==> config.mk <==
export PLATFORM = sky130hd
export DESIGN_NAME = uart_cmd_decode
export DESIGN_NICKNAME = d
export VERILOG_FILES = /design/src/rtl/sdram_cmd_pkg.sv /design/src/rtl/uart_cmd_decode_gap_timer.sv /design/src/rtl/uart_cmd_decode.sv
export SDC_FILE = /design/constraint.sdc
export NUM_CORES = 1
export LEC_CHECK = 0
export CAP_MARGIN = 20
export CORE_ASPECT_RATIO = 1.1
export CORE_MARGIN = 3
export CORE_UTILIZATION = 40
export CTS_BUF_LIST = sky130_fd_sc_hd__clkbuf_4 sky130_fd_sc_hd__clkbuf_8
export DETAILED_ROUTE_END_ITERATION = 8
export PLACE_DENSITY = 0.61
export SYNTH_ARGS = -nofsm -noshare
export SYNTH_HDL_FRONTEND = slang
export SYNTH_SLANG_ARGS = --single-unit
==> constraint.sdc <==
create_clock -name sclk -period 2.7 [get_ports sclk]
set_clock_uncertainty 0.1 [all_clocks]
set_input_delay 0.405 -clock sclk [delete_from_list [all_inputs] [get_ports sclk]]
set_output_delay 0.405 -clock sclk [all_outputs]
set_load 0.02 [all_outputs]
==> src/rtl/sdram_cmd_pkg.sv <==
// ---------------------------------------------------------------------------
// sdram_cmd_pkg
// Shared definitions for the UART command path in front of the SDRAM
// controller: the command FSM state encoding, the default header bytes and
// the write burst length that the write path also relies on.
// ---------------------------------------------------------------------------
package sdram_cmd_pkg;

    // One-hot command decoder states.
    typedef enum logic [3:0] {
        ST_IDLE    = 4'b0001,
        ST_COLLECT = 4'b0010,
        ST_PUSH    = 4'b0100,
        ST_TRIG    = 4'b1000
    } state_e;

    // Default packet header bytes.
    localparam logic [7:0] WR_CMD_DEF = 8'h55;
    localparam logic [7:0] RD_CMD_DEF = 8'hAA;

    // Payload bytes per write burst, shared with the SDRAM write path.
    localparam int BURST_LEN = 4;

endpackage : sdram_cmd_pkg

==> src/rtl/uart_cmd_decode_gap_timer.sv <==
// ---------------------------------------------------------------------------
// gap_timer
// Loadable saturating up-counter used to police gaps on the UART side.
// expire_o fires in the cycle whose increment brings the count to LIMIT-1,
// so the registered timeout pulse downstream lines up with the count
// reaching LIMIT-1. LIMIT must be at least 2.
//
// Ports:
//   clk         clock
//   rst         asynchronous reset, active-high (count -> 0)
//   clr_i       synchronous clear (highest priority)
//   load_i      synchronous load of load_val_i
//   load_val_i  value loaded when load_i is high
//   inc_i       count up by one, saturating at all-ones
//   expire_o    this increment reaches LIMIT-1
// ---------------------------------------------------------------------------
module gap_timer #(
    parameter int WIDTH = 16,
    parameter int LIMIT = 50000
) (
    input  logic             clk,
    input  logic             rst,
    input  logic             clr_i,
    input  logic             load_i,
    input  logic [WIDTH-1:0] load_val_i,
    input  logic             inc_i,
    output logic             expire_o
);

    logic [WIDTH-1:0] cnt_q, cnt_d;

    always_comb begin
        cnt_d = cnt_q;
        if (clr_i) begin
            cnt_d = '0;
        end else if (load_i) begin
            cnt_d = load_val_i;
        end else if (inc_i && (cnt_q != '1)) begin
            cnt_d = cnt_q + 1'b1;
        end
    end

    // Fires only on the arrival at LIMIT-1, never again while held there.
    assign expire_o = inc_i && !clr_i && !load_i && (cnt_q != cnt_d)
                      && (cnt_d == WIDTH'(LIMIT - 1));

    always_ff @(posedge clk or posedge rst) begin
        if (rst) begin
            cnt_q <= '0;
        end else begin
            cnt_q <= cnt_d;
        end
    end

endmodule : gap_timer

==> src/rtl/uart_cmd_decode.sv <==
// ---------------------------------------------------------------------------
// uart_cmd_decode
// Parses UART bytes into SDRAM commands. A WR_CMD header is followed by
// WR_LEN payload bytes which are buffered, pushed in order into the write
// FIFO and then announced with a wr_trig pulse. An RD_CMD header in IDLE
// produces an rd_trig pulse. A long gap between payload bytes aborts the
// packet; bytes that cannot be used are dropped and flagged. All outputs
// are registered.
//
// Ports:
//   sclk           system clock
//   s_rst          asynchronous reset, active-high
//   rx_flag        one-cycle strobe, rx_data valid
//   rx_data        received UART byte
//   wfifo_full     write FIFO cannot accept a byte this cycle
//   wfifo_wr_en    write strobe to the write FIFO
//   wfifo_wr_data  byte written to the FIFO
//   wr_trig        one-cycle pulse, a full write burst is in the FIFO
//   rd_trig        one-cycle pulse, start an SDRAM read burst
//   busy           high in every state except IDLE
//   err_timeout    one-cycle pulse, packet aborted by the gap timeout
//   err_drop       one-cycle pulse, a received byte was discarded
// ---------------------------------------------------------------------------
module uart_cmd_decode
    import sdram_cmd_pkg::*;
#(
    parameter logic [7:0] WR_CMD      = WR_CMD_DEF,
    parameter logic [7:0] RD_CMD      = RD_CMD_DEF,
    parameter int         WR_LEN      = BURST_LEN,
    parameter int         TIMEOUT_CYC = 50000
) (
    input  logic       sclk,
    input  logic       s_rst,
    input  logic       rx_flag,
    input  logic [7:0] rx_data,
    input  logic       wfifo_full,
    output logic       wfifo_wr_en,
    output logic [7:0] wfifo_wr_data,
    output logic       wr_trig,
    output logic       rd_trig,
    output logic       busy,
    output logic       err_timeout,
    output logic       err_drop
);

    localparam int CNT_W = $clog2(WR_LEN + 1);
    localparam int GAP_W = $clog2(TIMEOUT_CYC);

    state_e           state_q, state_d;
    logic [CNT_W-1:0] cnt_q, cnt_d;
    logic [CNT_W-1:0] idx_q, idx_d;
    logic [7:0]       data_buf_q [WR_LEN];

    logic       wr_en_q, wr_en_d;
    logic [7:0] wr_data_q, wr_data_d;
    logic       wr_trig_q, wr_trig_d;
    logic       rd_trig_q, rd_trig_d;
    logic       busy_q, busy_d;
    logic       err_to_q, err_to_d;
    logic       err_drop_q, err_drop_d;

    logic       store;
    logic [7:0] push_byte;
    logic       gap_clr, gap_inc, gap_expire;

    // Gap timer only runs in COLLECT; any byte restarts it, so a byte
    // arriving in the expiry cycle wins over the timeout.
    assign gap_clr = (state_q != ST_COLLECT) || rx_flag;
    assign gap_inc = (state_q == ST_COLLECT) && !rx_flag;

    gap_timer #(
        .WIDTH (GAP_W),
        .LIMIT (TIMEOUT_CYC)
    ) u_gap_timer (
        .clk        (sclk),
        .rst        (s_rst),
        .clr_i      (gap_clr),
        .load_i     (1'b0),
        .load_val_i ('0),
        .inc_i      (gap_inc),
        .expire_o   (gap_expire)
    );

    // Buffer read mux for the push phase.
    always_comb begin
        push_byte = '0;
        for (int i = 0; i < WR_LEN; i++) begin
            if (idx_q == CNT_W'(i)) begin
                push_byte = data_buf_q[i];
            end
        end
    end

    // NOTE: every signal assigned in this block gets a default first, so no
    // path through the case leaves one unassigned and no latch is inferred.
    always_comb begin
        state_d    = state_q;
        cnt_d      = cnt_q;
        idx_d      = idx_q;
        wr_en_d    = 1'b0;
        wr_data_d  = wr_data_q;
        wr_trig_d  = 1'b0;
        rd_trig_d  = 1'b0;
        err_to_d   = 1'b0;
        err_drop_d = 1'b0;
        store      = 1'b0;

        unique case (state_q)
            ST_IDLE: begin
                if (rx_flag) begin
                    if (rx_data == WR_CMD) begin
                        state_d = ST_COLLECT;
                        cnt_d   = '0;
                    end else if (rx_data == RD_CMD) begin
                        rd_trig_d = 1'b1;
                    end else begin
                        err_drop_d = 1'b1;
                    end
                end
            end

            ST_COLLECT: begin
                // Header values are ordinary payload here.
                if (rx_flag) begin
                    store = 1'b1;
                    cnt_d = cnt_q + 1'b1;
                    if (cnt_q == CNT_W'(WR_LEN - 1)) begin
                        state_d = ST_PUSH;
                        idx_d   = '0;
                    end
                end else if (gap_expire) begin
                    err_to_d = 1'b1;
                    state_d  = ST_IDLE;
                end
            end

            ST_PUSH: begin
                err_drop_d = rx_flag;
                // A full FIFO stalls the push for as long as it stays full.
                if (!wfifo_full) begin
                    wr_en_d   = 1'b1;
                    wr_data_d = push_byte;
                    idx_d     = idx_q + 1'b1;
                    if (idx_q == CNT_W'(WR_LEN - 1)) begin
                        state_d = ST_TRIG;
                    end
                end
            end

            ST_TRIG: begin
                err_drop_d = rx_flag;
                wr_trig_d  = 1'b1;
                state_d    = ST_IDLE;
            end

            default: state_d = ST_IDLE;
        endcase
    end

    // busy is registered from the next state so it tracks state_q exactly.
    assign busy_d = (state_d != ST_IDLE);

    // NOTE: sequential state uses non-blocking assignments so every register
    // samples pre-edge values regardless of process ordering.
    always_ff @(posedge sclk or posedge s_rst) begin
        if (s_rst) begin
            state_q    <= ST_IDLE;
            cnt_q      <= '0;
            idx_q      <= '0;
            wr_en_q    <= 1'b0;
            wr_data_q  <= '0;
            wr_trig_q  <= 1'b0;
            rd_trig_q  <= 1'b0;
            busy_q     <= 1'b0;
            err_to_q   <= 1'b0;
            err_drop_q <= 1'b0;
        end else begin
            state_q    <= state_d;
            cnt_q      <= cnt_d;
            idx_q      <= idx_d;
            wr_en_q    <= wr_en_d;
            wr_data_q  <= wr_data_d;
            wr_trig_q  <= wr_trig_d;
            rd_trig_q  <= rd_trig_d;
            busy_q     <= busy_d;
            err_to_q   <= err_to_d;
            err_drop_q <= err_drop_d;
        end
    end

    // NOTE: the payload buffer has no reset; every entry is written in
    // COLLECT before PUSH reads it, so its power-up contents never matter.
    always_ff @(posedge sclk) begin
        if (store) begin
            for (int i = 0; i < WR_LEN; i++) begin
                if (cnt_q == CNT_W'(i)) begin
                    data_buf_q[i] <= rx_data;
                end
            end
        end
    end

    assign wfifo_wr_en   = wr_en_q;
    assign wfifo_wr_data = wr_data_q;
    assign wr_trig       = wr_trig_q;
    assign rd_trig       = rd_trig_q;
    assign busy          = busy_q;
    assign err_timeout   = err_to_q;
    assign err_drop      = err_drop_q;

endmodule : uart_cmd_decode

==> impl_metrics.tcl <==
set metrics [dict create \
    nets 361 \
    syn_avg_cell_area_um2 11.38 \
    synth_cell_types 56 \
    status "completed" \
    crit_chain "ha_1 -> and3_1 -> a31oi_1 -> a311oi_2 -> nand4b_2 -> nor4_4 -> a21oi_1" \
    cp_num_buf_inv 0 \
    dpl_cell_area_mm2 0.003862 \
    min_period_over_period_pct 92.34 \
    final_cell_mix "39 x dfrtp_1, 34 x nand2_1, 32 x edfxtp_1" \
    worstPathRequired_ns 2.82 \
    slowest_delay_ns 0.43 \
    slew_viol_final 0 \
    post-cts-setup-buffers 0 \
    dp_hpwl_mm 5.280 \
    numCtsBuffers 9 \
    grt_pass1_wl_mm 12.56 \
    critical_path.top_delay_family "simple AND/OR/NAND/NOR gates" \
    tightest_slew_ns 1.019 \
    rsz0062_at_grt "no" \
    tritoncts "yes" \
    final_common_cell "dfrtp_1" \
    syn-num-nets 328 \
    drtPass1Iterations 7 \
    gr-usage-all-layers_pct 16.62 \
    syn_inst 305 \
    synthArstFlopShare_pct 55.56 \
    wl_per_cell_um 16.84 \
    area_growth_pct 17.30 \
    grt_max_degree 41 \
    multiInputGateArea_mm2 0.001398 \
    ant_nets 0 \
    dieArea_mm2 0.009835 \
    synth_seq_cells 72 \
    worstSkewPairLatency_ns 0.35 \
    cts_buffer_depth 2 \
    core_area_mm2 0.008408 \
    hold_viol 0 \
    regArea_mm2 0.001963 \
    gp_congestion 0.8983 \
    viasPerCell 5.480 \
    cts.sink_count 72 \
    cp-start-kind "flop" \
    cts-resized-gates 0 \
    antenna_cells 0 \
    path_max_fanout 7 \
    worst_ep_arrival_time_ns 2.62 \
    cp-end-kind "flop" \
    layout-drive-gt1-share_pct 11.95 \
    ys.flop_type "dfrtp_1" \
    num_rows 35 \
    reg2reg_slack_ns 0.21 \
    n_fill_cell 787 \
    die_w_um 94.83 \
    drt_iter0_markers 154 \
    vias 2488 \
    ir_worst_vdd_mv 0.2088 \
    fmax_mhz 401.1 \
    grt_pass1_vias 2428 \
    setup-tns-final_ns 0 \
    yosys_warnings 0 \
    synth_edf_count 32 \
    p_leak_nw 1.631 \
    yosysSeqAreaShare_pct 56.54 \
    crit_type "flop to flop" \
    finalWirelength_mm 7.645 \
    finalInstanceArea_mm2 0.004073 \
    clk_pin_slew_worst_paths_ns 0.09 \
    power.density_mw_per_mm2 517.4 \
    min_path_type "primary input to async pin" \
    start_util_pct 41.29 \
    route.detailed.drc 0 \
    netlist_area_mm2 0.003472 \
    holdBufCountCts 0 \
    ios 26 \
    period_needed_ns 2.493 \
    drv_cap 0 \
    die_h_um 103.7 \
    antenna_found_initial 0 \
    cts_root_buf "clkbuf_8" \
    overflow 0 \
    htree_levels 3 \
    cpMaxStageDelayCell "dfrtp_1" \
    finalSetupViolations 0 \
    port-buffer-count 25 \
    max_slew_margin_pct 31.91 \
]
worst reg2reg max path, stage by stage (launching register included):
cell      delay [ns]
dfrtp_1         0.43
ha_1            0.28
and3_1          0.39
a31oi_1         0.15
a311oi_2        0.40
nand4b_2        0.18
nor4_4          0.32
a21oi_1         0.12
final timing paths:
check                                               start                            to  cells after the start
max                        u_gap_timer.cnt_q[0]$_DFF_PP0_                busy$_DFF_PP0_                      7
min                                                 s_rst  wfifo_wr_data[4]$_DFFE_PP0P_                      3
max reg2reg                u_gap_timer.cnt_q[0]$_DFF_PP0_                busy$_DFF_PP0_                      7
min reg2reg                  wfifo_wr_data[6]$_DFFE_PP0P_  wfifo_wr_data[6]$_DFFE_PP0P_                      2
max in group asynchronous                           s_rst          state_q[0]$_DFF_PP1_                      3
min in group sclk            wfifo_wr_data[6]$_DFFE_PP0P_  wfifo_wr_data[6]$_DFFE_PP0P_                      2
state kept, by name, summed over array words and instances, names as in the netlist:
signal	cells
data_buf_q	32
u_gap_timer.cnt_q	16
wfifo_wr_data	8
state_q	4
cnt_q	3
idx_q	3
busy	1
err_drop	1
err_timeout	1
rd_trig	1
wfifo_wr_en	1
wr_trig	1
cell usage after synthesis (2+ instances only):
| cell type | count | area share [%] |
|---|---|---|
| a31oi_1 | 3 | 0.54 |
| o211a_1 | 2 | 0.58 |
| clkbuf_1 | 5 | 0.54 |
| nand2b_1 | 3 | 0.54 |
| nor4bb_1 | 2 | 0.58 |
| edfxtp_1 | 32 | 28 |
| xor2_1 | 3 | 0.76 |
| ha_1 | 11 | 4.0 |
| nor4_1 | 4 | 0.72 |
| nand4_1 | 4 | 0.72 |
| buf_4 | 2 | 0.43 |
| and2_1 | 4 | 0.72 |
| nor3_1 | 15 | 2.2 |
| nor2b_1 | 2 | 0.36 |
| dfrtp_1 | 39 | 28 |
| and3_1 | 4 | 0.72 |
| nand2_1 | 34 | 3.7 |
| nor3b_1 | 5 | 1.1 |
| or4bb_1 | 2 | 0.65 |
| nor4b_1 | 2 | 0.50 |
| buf_1 | 2 | 0.22 |
| and4_1 | 5 | 1.3 |
| o21ai_0 | 17 | 2.5 |
| inv_1 | 9 | 0.97 |
| buf_6 | 2 | 0.65 |
| o21ai_1 | 4 | 0.58 |
| a222oi_1 | 8 | 2.3 |
| or3_2 | 2 | 0.43 |
| o22ai_1 | 2 | 0.36 |
| nor4_4 | 2 | 1.2 |
| nor2_1 | 22 | 2.4 |
| nand3_1 | 7 | 1.0 |
| a21o_1 | 3 | 0.65 |
| xnor2_1 | 4 | 1.0 |
| a21oi_1 | 17 | 2.5 |
area by class of cell:
cell class | instances | area share, %
well taps | 111 | 3.410
flip-flops and latches | 72 | 48.20
multi-input cells | 210 | 34.32
clock inverters | 7 | 2.120
clock buffers | 9 | 3.041
repair buffers | 35 | 7.988
inverters | 10 | 0.9217
cell families after synthesis:
group / synth area share (%)
adder cells (fa/ha/maj): 3.964
XOR/XNOR: 1.766
AND/OR/NAND/NOR: 21.91
AO/OA/AOI/OAI: 12.61
flip-flops: 56.54
buffers and inverters: 3.207
report_power, final:
part,total (mW),internal (mW),switching (mW)
clock,0.912,0.448,0.465
combinational,0.0497,0.0213,0.0283
sequential,1.15,1.14,0.000272
total,2.11,1.61,0.493
through the flow:
stage	util [%]	hold WS [ns]	cells	worst slack [ns]	power (mW)
after floorplan	-	0.3697	305	0.4697	1.184
after global placement	45.94	0.3670	438	0.2686	1.219
after detailed placement	45.94	0.3707	438	0.2013	1.220
after CTS	48.44	0.3904	454	0.1897	2.130
after global routing	48.44	0.4320	454	0.008836	2.176
final	48.44	0.3784	454	0.2069	2.107
routing by layer:
layer	vias up	part of all wire, %	GRT usage [%]
li1	1213	-	-
met1	1208	47	22.38
met2	61	48	26.05
met3	6	4.3	2.832
met4	0	1.1	7.423
met5	-	0	0
Note: power is estimated with default switching activity, not from simulation.
